<file path="config.mk">
export PLATFORM = sky130hd
export DESIGN_NAME = vdp1_cmd_seq
export DESIGN_NICKNAME = d
export VERILOG_FILES = /design/src/rtl/vdp1_cmd_seq.sv
export SDC_FILE = /design/constraint.sdc
export NUM_CORES = 1
export LEC_CHECK = 0
export BUFFER_PORTS_ARGS = -buffer_cell sky130_fd_sc_hd__buf_2
export CAP_MARGIN = 20
export CORE_MARGIN = 4
export CORE_UTILIZATION = 36
export CTS_BUF_LIST = sky130_fd_sc_hd__clkbuf_8 sky130_fd_sc_hd__clkbuf_16
export DETAILED_ROUTE_END_ITERATION = 10
export PLACE_DENSITY_LB_ADDON = 0.08
export SYNTH_ARGS = -nofsm -noshare
export SYNTH_HDL_FRONTEND = slang
export SYNTH_SLANG_ARGS = --single-unit
</file>
<file path="constraint.sdc">
create_clock -name CLK -period 30.6 [get_ports CLK]
set_input_delay 6.12 -clock CLK [delete_from_list [all_inputs] [get_ports CLK]]
set_output_delay 6.12 -clock CLK [all_outputs]
set_load 0.01 [all_outputs]
</file>
<file path="src/rtl/vdp1_cmd_seq.sv">
// vdp1_cmd_seq -- VDP1 command-list sequencer.
//
// Walks the 32-byte command tables in VRAM: reads each table word by word,
// follows the END / JP / CMDLINK link fields with a one-level call stack and
// hands each complete drawable table to the draw engine. Maintains COPR, LOPR,
// CEF and BEF.
//
// Ports
//   CLK, RST        clock, asynchronous active-high reset
//   START           1-cycle pulse: restart the list at table 0
//   FRAME_SWAP      1-cycle pulse: BEF <= CEF, CEF <= 0
//   VRAM_A/VRAM_RD  word address and read request (held until VRAM_RDY)
//   VRAM_RDY/VRAM_D read completion and data (same cycle)
//   CMD_TBL         packed table, word 0 in bits [255:240], word 15 always 0
//   CMD_VALID/READY command handshake towards the draw engine
//   COPR, LOPR      current table address / address of the END table (bytes/8)
//   CEF, BEF        current / previous frame end flags
//   BUSY            sequencer is not idle
//   dbg_state       FSM state, for checkers
//
// Handshake: CMD_VALID rises once a table is fully captured and stays high,
// with CMD_TBL frozen, until the cycle where CMD_VALID & CMD_READY; that edge
// is the transfer. Only START withdraws CMD_VALID without a transfer.
module vdp1_cmd_seq #(
  parameter int TBL_WORDS = 15
) (
  input  logic         CLK,
  input  logic         RST,
  input  logic         START,
  input  logic         FRAME_SWAP,
  output logic [17:0]  VRAM_A,
  output logic         VRAM_RD,
  input  logic         VRAM_RDY,
  input  logic [15:0]  VRAM_D,
  output logic [255:0] CMD_TBL,
  output logic         CMD_VALID,
  input  logic         CMD_READY,
  output logic [15:0]  COPR,
  output logic [15:0]  LOPR,
  output logic         CEF,
  output logic         BEF,
  output logic         BUSY,
  output logic [2:0]   dbg_state
);

  typedef enum logic [2:0] {
    IDLE     = 3'd0,
    RD_CTRL  = 3'd1,
    RD_LINK  = 3'd2,
    RD_BODY  = 3'd3,
    DISPATCH = 3'd4,
    LINK     = 3'd5
  } state_t;

  localparam logic [3:0] LAST_W = 4'(TBL_WORDS - 1);

  state_t       state_q, state_n;
  logic [13:0]  t_q, t_n;
  logic [3:0]   w_q, w_n;
  logic         rd_q, rd_n;
  logic         cv_q, cv_n;
  logic         busy_q;
  logic         cef_q, cef_n;
  logic         bef_q, bef_n;
  logic [15:0]  lopr_q, lopr_n;
  logic [13:0]  stk_q, stk_n;
  logic         stk_vld_q, stk_vld_n;
  logic         cap_en;
  logic [15:0]  tbl_q [TBL_WORDS];
  logic [13:0]  t_inc;

  // Reserved bits of the control registers read back as zero.
  function automatic logic [15:0] word_mask(input logic [3:0] w);
    case (w)
      4'd0:    word_mask = 16'hFF3F;
      4'd1:    word_mask = 16'hFFFC;
      4'd2:    word_mask = 16'h9FFF;
      4'd5:    word_mask = 16'h3FFF;
      default: word_mask = 16'hFFFF;
    endcase
  endfunction

  // Drawing / clipping / coordinate commands; every other code is a no-op.
  function automatic logic comm_ok(input logic [3:0] c);
    case (c)
      4'h0, 4'h1, 4'h2, 4'h4, 4'h5, 4'h6, 4'h8, 4'h9, 4'hA: comm_ok = 1'b1;
      default:                                             comm_ok = 1'b0;
    endcase
  endfunction

  assign t_inc = t_q + 14'd1;

  always_comb begin
    state_n   = state_q;
    t_n       = t_q;
    w_n       = w_q;
    rd_n      = rd_q;
    cv_n      = cv_q;
    cef_n     = cef_q;
    bef_n     = bef_q;
    lopr_n    = lopr_q;
    stk_n     = stk_q;
    stk_vld_n = stk_vld_q;
    cap_en    = 1'b0;

    if (FRAME_SWAP) begin
      bef_n = cef_q;
      cef_n = 1'b0;
    end

    if (START) begin
      state_n   = RD_CTRL;
      t_n       = '0;
      w_n       = '0;
      stk_vld_n = 1'b0;
      cef_n     = 1'b0;
      cv_n      = 1'b0;
      // A read in flight is abandoned: drop the request for one cycle so the
      // arbiter sees a fresh request at address 0.
      rd_n      = ~rd_q;
    end else begin
      case (state_q)
        IDLE: ;
        RD_CTRL: begin
          if (!rd_q) begin
            rd_n = 1'b1;
          end else if (VRAM_RDY) begin
            cap_en = 1'b1;
            if (VRAM_D[15]) begin
              lopr_n  = {t_q, 2'b00};
              cef_n   = 1'b1;
              rd_n    = 1'b0;
              state_n = IDLE;
            end else begin
              w_n     = 4'd1;
              state_n = RD_LINK;
            end
          end
        end
        RD_LINK: begin
          if (!rd_q) begin
            rd_n = 1'b1;
          end else if (VRAM_RDY) begin
            cap_en = 1'b1;
            if (tbl_q[0][14]) begin
              rd_n    = 1'b0;
              state_n = LINK;
            end else begin
              w_n     = 4'd2;
              state_n = RD_BODY;
            end
          end
        end
        RD_BODY: begin
          if (!rd_q) begin
            rd_n = 1'b1;
          end else if (VRAM_RDY) begin
            cap_en = 1'b1;
            if (w_q == LAST_W) begin
              rd_n = 1'b0;
              if (comm_ok(tbl_q[0][3:0])) begin
                cv_n    = 1'b1;
                state_n = DISPATCH;
              end else begin
                state_n = LINK;
              end
            end else begin
              w_n = w_q + 4'd1;
            end
          end
        end
        DISPATCH: begin
          if (CMD_READY) begin
            cv_n    = 1'b0;
            state_n = LINK;
          end
        end
        LINK: begin
          w_n     = '0;
          rd_n    = 1'b1;
          state_n = RD_CTRL;
          case (tbl_q[0][13:12])
            2'd0: t_n = t_inc;
            2'd1: t_n = tbl_q[1][15:2];
            2'd2: begin
              stk_n     = t_inc;
              stk_vld_n = 1'b1;
              t_n       = tbl_q[1][15:2];
            end
            default: begin
              if (stk_vld_q) begin
                t_n       = stk_q;
                stk_vld_n = 1'b0;
              end else begin
                t_n = t_inc;
              end
            end
          endcase
        end
        default: state_n = IDLE;
      endcase
    end
  end

  always_ff @(posedge CLK or posedge RST) begin
    if (RST) begin
      state_q   <= IDLE;
      t_q       <= '0;
      w_q       <= '0;
      rd_q      <= 1'b0;
      cv_q      <= 1'b0;
      busy_q    <= 1'b0;
      cef_q     <= 1'b0;
      bef_q     <= 1'b0;
      lopr_q    <= '0;
      stk_q     <= '0;
      stk_vld_q <= 1'b0;
      for (int i = 0; i < TBL_WORDS; i++) tbl_q[i] <= '0;
    end else begin
      state_q   <= state_n;
      t_q       <= t_n;
      w_q       <= w_n;
      rd_q      <= rd_n;
      cv_q      <= cv_n;
      busy_q    <= (state_n != IDLE);
      cef_q     <= cef_n;
      bef_q     <= bef_n;
      lopr_q    <= lopr_n;
      stk_q     <= stk_n;
      stk_vld_q <= stk_vld_n;
      if (cap_en) tbl_q[w_q] <= VRAM_D & word_mask(w_q);
    end
  end

  always_comb begin
    CMD_TBL = '0;
    for (int i = 0; i < TBL_WORDS; i++) CMD_TBL[255 - 16*i -: 16] = tbl_q[i];
  end

  // VRAM address is the table index concatenated with the word counter.
  assign VRAM_A    = {t_q, w_q};
  assign VRAM_RD   = rd_q;
  assign CMD_VALID = cv_q;
  assign COPR      = {t_q, 2'b00};
  assign LOPR      = lopr_q;
  assign CEF       = cef_q;
  assign BEF       = bef_q;
  assign BUSY      = busy_q;
  assign dbg_state = state_q;

endmodule

</file>
==> run metrics <==
outcome completed; via count of the first global-routing pass about 9,200; Remaining Overflow, GRT 0; Static Leakage 8.14 nW; die height a little under 200 microns; crit path cell chain buf_2 -> a2111oi_4 -> buf_4 -> nand4_1 -> mux2_2; worst-margin pin slew 0.944 ns; Synth-to-Final Area Change 22.0%; count of state elements after synthesis 295; Power Density roughly 69 nW/um^2; Post-CTS Setup Inserts 0; total number of vias 8,962; top library cells by usage in the layout, fill and taps aside 315 x sky130_fd_sc_hd__buf_2, 295 x sky130_fd_sc_hd__dfrtp_1, 148 x sky130_fd_sc_hd__mux2_2; clock buffers created by TritonCTS 34; clock slew at the register clock pins of the worst setup and hold paths around 0.060 ns; max-capacitance violation count 0; Max Buffers Root-to-Sink 3; delay of the slowest cell on the worst path slightly below 0.8 ns; Hold Fails Final Rpt 0; Routability Congestion approximately 0.80; post-route clock skew 0.0107 ns; Critical path buffers and inverters 2; Port Buf Inserts between 300 and 400; via/cell ratio about 4.9; CTS sink count around 300; Ant. Diodes 0; initial drt markers 452; Data required, critical path between 30 and 40 ns; worst path arrival time about 8.4 ns; Peak supply drop about 37 uV; Clk Latency, worst-skew pair just over 0.5 ns; post-cts hold buffer count 0; post-route fraction of the period consumed by the critical path 0.263; count of unique library cells instantiated by Yosys 64; commonest non-fill, non-tap cell in the layout sky130_fd_sc_hd__buf_2; final standard cell count with taps included and fillers excluded about 1,800; Syn Inst Count 1,069; Final setup violation count 0; wire length reported by the detailed router approximately 39,000 microns; proportion of synthesized chip area in sequential cells 0.590; Final Max Tran Viols 0; half-perimeter wire length after detailed placement 27,000 microns; layout net count ~1,400; overall die area around 38,000 sq um; Critical Path Fanout Max 23; global routing usage summed across all routing layers 0.200; shortest clock period the worst path allows after layout roughly 8.0 ns; post-placement cell count around 1,800; average footprint of a synthesized cell 11.7 sq um; number of filler cells placed in the layout ~3,300; mean routed wirelength per cell between 20 and 25 microns; type of destination of the critical path register; crit start category input port; wire length of the first global-routing pass between 50,000 and 60,000 microns; core outline area about 34,000 sq um; antenna violations before repair 1; total negative slack 0 ns; Clock Root Buffer sky130_fd_sc_hd__clkbuf_16; Tightest Hold Check Type register to register; DRC violation count after routing 0; deepest level of the CTS H-tree 2; horizontal die dimension between 150 and 200 microns; number of warnings issued by yosys 0; FFs w/ async S/R, synth 1.00; Post-synth top flop sky130_fd_sc_hd__dfrtp_1; relative slew slack 0.369; ports placed on the boundary ~340; length of the first detailed-routing pass in iterations 4; clock tree from TritonCTS yes; Setup Crit Path Kind input port to register; kind of cell with the highest combined delay on the critical path simple AND/OR/NAND/NOR gates; initial cell density of the core 0.363; number of instances resized during post-cts repair 0; cell with the largest stage delay on the worst path sky130_fd_sc_hd__nand4_1; RSZ-0062 raised after global routing no; number of synthesized flops with an enable pin 0; number of nets still failing antenna checks after routing 0; fraction of layout cells with a size suffix above 1 0.396; Fmax about 0.12 GHz; pin count of the biggest net entering global routing around 110; # rows a little under 70; Post-Synthesis Cell Area 12,500 sq um
==> path summary, 6_finish.rpt <==
| path | slack [ns] | to | from | depth (start not counted) |
|---|---|---|---|---|
| min reg2reg | 0.47 | LOPR[11] | LOPR[11] | 2 |
| max in group asynchronous | 22.61 | CMD_TBL[58] | RST | 4 |
| min in group asynchronous | 5.75 | CMD_TBL[175] | RST | 2 |
| max reg2reg | 27.68 | CMD_TBL[34] | dbg_state[0] | 5 |
| max | 22.56 | CMD_TBL[34] | START | 5 |
| min | 0.47 | LOPR[11] | LOPR[11] | 2 |
==> stage by stage <==
stage / setup WS [ns] / hold WS, ns / power, W / util / area, sq um
3_5_place_dp: 21.94 / 0.465 / 0.000676 / 0.412 / 14200
3_3_place_gp: 21.96 / 0.458 / 0.000673 / 0.412 / 14200
5_1_grt: 22.15 / 0.496 / 0.00111 / 0.443 / 15300
4_1_cts: 22.47 / 0.477 / 0.00107 / 0.443 / 15300
2_1_floorplan: 16.33 / 0.446 / 0.000585 / - / 12600
6_report: 22.56 / 0.470 / 0.00106 / 0.443 / 15300
==> synthesized netlist by cell type, types with 4 or more instances <==
master | number | area [sq um]
sky130_fd_sc_hd__dfrtp_1 | 295 | 7380
sky130_fd_sc_hd__a221oi_1 | 6 | 52.6
sky130_fd_sc_hd__ha_1 | 9 | 113
sky130_fd_sc_hd__o211ai_1 | 4 | 30.0
sky130_fd_sc_hd__xnor2_1 | 8 | 70.1
sky130_fd_sc_hd__nor2b_1 | 4 | 25.0
sky130_fd_sc_hd__or3_1 | 6 | 37.5
sky130_fd_sc_hd__nand3_4 | 8 | 140
sky130_fd_sc_hd__mux2_2 | 148 | 1670
sky130_fd_sc_hd__o21ai_0 | 128 | 641
sky130_fd_sc_hd__nor2_1 | 40 | 150
sky130_fd_sc_hd__buf_6 | 10 | 113
sky130_fd_sc_hd__nand4_1 | 5 | 31.3
sky130_fd_sc_hd__buf_4 | 34 | 255
sky130_fd_sc_hd__and2_1 | 5 | 31.3
sky130_fd_sc_hd__clkbuf_1 | 52 | 195
sky130_fd_sc_hd__nor3_1 | 9 | 45.0
sky130_fd_sc_hd__nand3_1 | 14 | 70.1
sky130_fd_sc_hd__a31oi_1 | 8 | 50.1
sky130_fd_sc_hd__xor2_1 | 4 | 35.0
sky130_fd_sc_hd__nand2_1 | 145 | 544
sky130_fd_sc_hd__mux2i_1 | 5 | 50.1
sky130_fd_sc_hd__a21oi_1 | 28 | 140
sky130_fd_sc_hd__a22oi_1 | 4 | 30.0
sky130_fd_sc_hd__buf_2 | 9 | 45.0
sky130_fd_sc_hd__nand2b_1 | 8 | 50.1
sky130_fd_sc_hd__nor4_1 | 4 | 25.0
sky130_fd_sc_hd__nand3b_1 | 6 | 45.0
sky130_fd_sc_hd__inv_1 | 14 | 52.6
==> kinds of logic after synthesis <==
| family | count (synthesis) | synth area share |
|---|---|---|
| fa+ha+maj | 9 | 0.00899 |
| flops | 295 | 0.590 |
| compound gates | 208 | 0.0972 |
| xor+xnor | 12 | 0.00839 |
| other cells | 1 | 0.000300 |
| simple gates | 269 | 0.105 |
| buf+inv | 122 | 0.0537 |
| mux | 153 | 0.137 |
==> where the power goes <==
group          switching (W)  leakage, nW  internal [W]  total (W)
Sequential         0.0000319         4.04      0.000427   0.000459
Combinational       0.000128         3.54     0.0000761   0.000204
Clock               0.000160        0.560      0.000232   0.000392
Total               0.000319         8.14      0.000736    0.00106
==> state kept, by name, indices dropped and copies added, names as in the netlist <==
register   flops
BEF            1
BUSY           1
CEF            1
CMD_TBL      240
CMD_VALID      1
LOPR          14
VRAM_RD        1
dbg_state      3
stk_q         14
stk_vld_q      1
t_q           14
w_q            4
==> cell type report <==
type,instances,area [sq um],area share
clock buffer,43,975,0.0638
clock inverter,13,98.8,0.00647
inverter,16,67.6,0.00442
multi-input combinational,671,4550,0.298
sequential,295,7380,0.483
tap,455,569,0.0373
timing repair buffer,323,1640,0.107
==> worst register-to-register path: stages, from the launching register on <==
cell and delay [ns]:
sky130_fd_sc_hd__dfrtp_1 0.60, sky130_fd_sc_hd__inv_1 0.20, sky130_fd_sc_hd__a2111oi_4 0.31, sky130_fd_sc_hd__buf_4 0.35, sky130_fd_sc_hd__nand4_1 0.78, sky130_fd_sc_hd__mux2_2 0.57
==> routing by layer <==
metal  global-route usage  wire length (microns)  vias up
met2                0.337                  18800      241
met4               0.0534                    975        0
met1                0.251                  16100     4479
li1                     -                      -     4188
met5                    0                      0        -
met3               0.0612                   2820       54
Power figures use the tool's default switching activity.
